`config.mk`:
```
export PLATFORM = sky130hd
export DESIGN_NAME = pipeline_stage_elastic
export DESIGN_NICKNAME = d
export VERILOG_FILES = /design/src/rtl/pipeline_stage_elastic.sv
export SDC_FILE = /design/constraint.sdc
export NUM_CORES = 1
export LEC_CHECK = 0
export CORE_ASPECT_RATIO = 1.5
export CORE_MARGIN = 10
export CORE_UTILIZATION = 56
export CTS_CLUSTER_SIZE = 16
export DETAILED_ROUTE_END_ITERATION = 8
export HOLD_SLACK_MARGIN = 0.03
export PLACE_DENSITY = 0.8
export SYNTH_ARGS = -nofsm -noshare
export SYNTH_HDL_FRONTEND = slang
export SYNTH_SLANG_ARGS = --single-unit
```
`constraint.sdc`:
```
create_clock -name clk -period 6.95 [get_ports clk]
set_input_delay 1.39 -clock clk [delete_from_list [all_inputs] [get_ports clk]]
set_output_delay 1.39 -clock clk [all_outputs]
set_load 0.02 [all_outputs]
```
`src/rtl/pipeline_stage_elastic.sv`:
```
// Elastic valid/ready register chain of DEPTH skid-buffered stages with flush and occupancy.
// Optional PIPE_STALL_CNT_EN adds a saturating count of cycles where input was blocked.
module pipeline_stage_elastic #(
  parameter int WIDTH = 42,
  parameter int DEPTH = 2,
  parameter int OCC_W = $clog2(2*DEPTH+1)
) (
  input  logic             clk,
  input  logic             reset,
  input  logic             flush,
  input  logic             in_valid,
  output logic             in_ready,
  input  logic [WIDTH-1:0] in_data,
  output logic             out_valid,
  input  logic             out_ready,
  output logic [WIDTH-1:0] out_data,
  output logic [OCC_W-1:0] occupancy
`ifdef PIPE_STALL_CNT_EN
  ,
  output logic [31:0]      perf_stall_cnt
`endif
);

  logic [WIDTH-1:0] main_q [DEPTH];
  logic [WIDTH-1:0] main_d [DEPTH];
  logic [WIDTH-1:0] skid_q [DEPTH];
  logic [WIDTH-1:0] skid_d [DEPTH];
  logic [DEPTH-1:0] main_vld_q, main_vld_d;
  logic [DEPTH-1:0] skid_vld_q, skid_vld_d;

  logic             up_vld  [DEPTH];
  logic [WIDTH-1:0] up_data [DEPTH];
  logic             dn_rdy  [DEPTH];
  logic             up_acc  [DEPTH];

  logic [OCC_W-1:0] occ_q, occ_d;
  logic             in_fire, out_fire;

  // Stage k is fed by stage k-1's main register and backpressured by stage k+1's skid.
  for (genvar k = 0; k < DEPTH; k++) begin : g_link
    if (k == 0) begin : g_head
      assign up_vld[k]  = in_valid;
      assign up_data[k] = in_data;
    end else begin : g_mid
      assign up_vld[k]  = main_vld_q[k-1];
      assign up_data[k] = main_q[k-1];
    end
    if (k == DEPTH-1) begin : g_tail
      assign dn_rdy[k] = out_ready;
    end else begin : g_body
      assign dn_rdy[k] = ~skid_vld_q[k+1];
    end
    assign up_acc[k] = up_vld[k] & ~skid_vld_q[k];
  end

  always_comb begin
    for (int k = 0; k < DEPTH; k++) begin
      main_d[k]     = main_q[k];
      skid_d[k]     = skid_q[k];
      main_vld_d[k] = main_vld_q[k];
      skid_vld_d[k] = skid_vld_q[k];
      if (!main_vld_q[k] || dn_rdy[k]) begin
        // Skid can only be full while main is full, and then upstream is not accepted.
        if (skid_vld_q[k]) begin
          main_d[k]     = skid_q[k];
          main_vld_d[k] = 1'b1;
          skid_vld_d[k] = 1'b0;
        end else if (up_acc[k]) begin
          main_d[k]     = up_data[k];
          main_vld_d[k] = 1'b1;
        end else begin
          main_vld_d[k] = 1'b0;
        end
      end else if (up_acc[k]) begin
        skid_d[k]     = up_data[k];
        skid_vld_d[k] = 1'b1;
      end
    end
  end

  assign in_ready  = ~skid_vld_q[0] & reset & ~flush;
  assign out_valid = main_vld_q[DEPTH-1] & reset & ~flush;
  assign out_data  = main_q[DEPTH-1];
  assign occupancy = occ_q;

  assign in_fire  = in_valid & in_ready;
  assign out_fire = out_valid & out_ready;
  assign occ_d    = occ_q + OCC_W'(in_fire) - OCC_W'(out_fire);

  always_ff @(posedge clk) begin
    if (!reset) begin
      main_vld_q <= '0;
      skid_vld_q <= '0;
      occ_q      <= '0;
      for (int k = 0; k < DEPTH; k++) begin
        main_q[k] <= '0;
        skid_q[k] <= '0;
      end
    end else if (flush) begin
      main_vld_q <= '0;
      skid_vld_q <= '0;
      occ_q      <= '0;
    end else begin
      main_vld_q <= main_vld_d;
      skid_vld_q <= skid_vld_d;
      occ_q      <= occ_d;
      for (int k = 0; k < DEPTH; k++) begin
        main_q[k] <= main_d[k];
        skid_q[k] <= skid_d[k];
      end
    end
  end

`ifdef PIPE_STALL_CNT_EN
  logic [31:0] stall_q;

  always_ff @(posedge clk) begin
    if (!reset) begin
      stall_q <= '0;
    end else if (in_valid && !in_ready && !flush && (stall_q != '1)) begin
      stall_q <= stall_q + 32'd1;
    end
  end

  assign perf_stall_cnt = stall_q;
`endif

endmodule
```
==> metrics.yaml <==
gp_congestion: 0.803
synthesis.yosys.warnings: 0
vdd.ir_drop.worst_mv: 0.169
cp.arrival_ns: 3.14
worst_skew_pair.late_latency_ns: 0.42
post_drt_wl_per_cell_um: 18.2
grt_max_degree: 91
switchingPower_uw: 505
startpoint_type: "input port"
timing.final.crit_share_pct: 65.2
core_mm2: 0.0135
crit_fanout: 6
detail_route.vias_per_cell: 5.29
holdBufCountCts: 0
die_width_um: 115
grt_pass1_vias: 4280
vias: 3988
numCtsBuffers: 17
share_seq_of_total_power_pct: 51.9
syn-num-nets: 581
design.portCount: 94
layout.core_utilization_pct: 66.6
overflow: 0
portBuffers: 93
clk_root_buffer_cell: "clkbuf_16"
drc: 0
clk_skew_ns: 0.00751
final_layout_size_suffix_gt1_share_pct: 8.11
clkPwrFrac_pct: 41.1
synthesized_area_fraction_occupied_by_and_or_nand_nor_cells_pct: 12.5
regArea_mm2: 0.00519
timing.setup.tns_ns: 0
max_slew.worst_pin.slew_ns: 1.14
cp.required_ns: 5.56
total_leakage_power_nw: 3.10
postSynthAreaPerCell_um2: 14.4
multi_input_comb_area_mm2: 0.00196
fraction_of_the_mapped_netlist_area_in_compound_gates_pct: 0.573
fmaxAchievable_mhz: 221
finalSetupViolations: 0
hold-worst-slack_ns: 0.543
synth-xor-area-share_pct: 0.311
post_synth_instance_area_mm2: 0.00764
drt_iter0_drc: 198
post-dp-hpwl_um: 8820
comb_power_share_pct: 7.0
path_clk_slew_ns: 0.06
filler_cell_count: 957
synth-seq-cells: 175
timing.critical_path.to_type: "primary output"
maxCapViolations: 0
die_height_um: 163
largest_family_of_logic_cells_by_synthesized_area: "simple AND/OR/NAND/NOR gates"
maxSlewHeadroom_pct: 23.8
grt_usage_pct: 15.3
grt_antenna_before_repair: 0
synthDistinctLibCells: 27
status: "completed"
grt_first_pass_wirelength_um: 22100
initial_core_utilization_pct: 56.8
rows: 52
timing_max_transition_violations_final: 0
diodes: 0
max_buffers_root_to_sink: 2
cts_resized: 0
criticalPathCategory: "in2out"
postSynthCellCount: 531
die_area_mm2: 0.0188
post_cts_buffers: 0
route.antenna.remaining_nets: 0
fin_crit_ns: 4.53
adder_cell_share_of_the_synthesized_area_pct: 0.589
power_switching_share_pct: 21.0
hold_path.class: "reg2reg"
rsz_0062_raised_after_global_routing: "false"
htree_num_levels: 4
yosys-mux-area-fraction_pct: 11.0
internal-power_mw: 1.91
share_of_synthesized_area_occupied_by_flip_flops_and_latches_pct: 67.8
clock_sinks: 175
firstDrtPassIters: 4
hold_violations: 0
worst-r2r-setup-slack_ns: 4.05
power.density_mw_per_mm2: 269
tritoncts: "done"
fin_nets: 630
area_growth_syn_to_layout_pct: 17.4
postRouteWirelength_um: 13800
==> cell families (layout without fill, tap and decap cells) <==
kind of cell | after synthesis | count (layout)
AO/OA/AOI/OAI | 7 | 7
XOR/XNOR | 1 | 1
adder cells (fa/ha/maj) | 3 | 3
buffers and inverters | 75 | 136
flip-flops | 175 | 175
multiplexers | 84 | 84
AND/OR/NAND/NOR | 186 | 186
==> flip-flops by register name, indices dropped and copies added, names as in the netlist <==
register,cells
occupancy,3
main_q,84
main_vld_q,2
skid_q,84
skid_vld_q,2
==> synth_stat cells <==
| library cell | number | area, µm² |
|---|---|---|
| buf_4 | 57 | 428 |
| edfxtp_1 | 168 | 5040 |
| nand2_1 | 1 | 3.75 |
| buf_6 | 5 | 56.3 |
| o21ai_0 | 2 | 10.0 |
| clkbuf_2 | 6 | 30.0 |
| o41ai_1 | 1 | 8.76 |
| xor3_1 | 1 | 23.8 |
| dfxtp_1 | 7 | 140 |
| and3_1 | 1 | 6.26 |
| or2_1 | 1 | 6.26 |
| and2_1 | 87 | 544 |
| nor2b_4 | 1 | 13.8 |
| nor2b_1 | 1 | 6.26 |
| nor3_2 | 2 | 20.0 |
| nor2_1 | 88 | 330 |
| clkbuf_4 | 2 | 15.0 |
| mux2i_1 | 84 | 841 |
| ha_1 | 2 | 25.0 |
| o31ai_1 | 1 | 7.51 |
| nand3b_1 | 1 | 7.51 |
| inv_1 | 4 | 15.0 |
| a21oi_1 | 2 | 10.0 |
| buf_2 | 1 | 5.00 |
| a21o_1 | 1 | 7.51 |
| nand2b_1 | 3 | 18.8 |
| fa_1 | 1 | 20.0 |
==> placed cells by master (no fill, tap or decap), drive strengths merged, types with 3 or more instances in the layout <==
master         instances
mux2i                 84
inv                    8
buf                    8
clkdlybuf4s50         93
nor2                  88
bufinv                 4
and2                  87
nand2b                 3
edfxtp               168
dfxtp                  7
clkbuf                17
clkinv                 4
==> worst max-delay path: stages <==
cell             delay, ns
clkdlybuf4s50_1       0.77
nor2b_4               0.24
and2_1                0.14
clkdlybuf4s50_1       0.61
==> through the flow <==
stage	instance area, µm²	power, mW	cells	worst slack [ns]
after floorplan	7640	1.38	531	0.522
after global placement	8360	1.43	723	2.47
after detailed placement	8360	1.44	723	2.42
after CTS	8970	2.43	754	2.41
after global routing	8970	2.49	754	2.37
final	8970	2.41	754	2.42
==> power by group through the flow <==
stage | Clock, mW | Sequential, mW | Combinational [mW]
CTS | 1.00 | 1.25 | 0.172
finish | 0.990 | 1.25 | 0.169
global placement | 0 | 1.27 | 0.164
global route | 1.05 | 1.26 | 0.184
detailed placement | 0 | 1.27 | 0.170
floorplan | 0 | 1.27 | 0.110
==> layout make-up <==
class,instances,share of cell area [%]
clock inverters,14,2.11
inverters,4,0.167
multi-input cells,281,21.9
flip-flops and latches,175,57.8
well taps,162,2.26
repair buffers,101,11.0
clock buffers,17,4.74
==> per-layer routing <==
layer	wire (µm)	part of all wire, %	up-vias	global-route usage [%]
li1	-	-	1909	-
met1	5270	38	1952	16.2
met2	7450	54	98	27.3
met3	596	4.3	29	3.78
met4	438	3.2	0	8.03
met5	0	0	-	0
==> path summary, 6_finish.rpt <==
| check | start | to | cells after the start |
|---|---|---|---|
| worst min register to register | main_vld_q[0]$_SDFFE_PN0N_ | skid_vld_q[0]$_SDFFE_PP0N_ | 2 |
| worst max register to register | skid_vld_q[1]$_SDFFE_PP0P_ | main_q[0][78]$_SDFFCE_PN0P_ | 4 |
| worst min-delay path | main_vld_q[0]$_SDFFE_PN0N_ | skid_vld_q[0]$_SDFFE_PP0N_ | 2 |
| worst max-delay path | reset | out_valid | 4 |
Power figures use the tool's default switching activity.
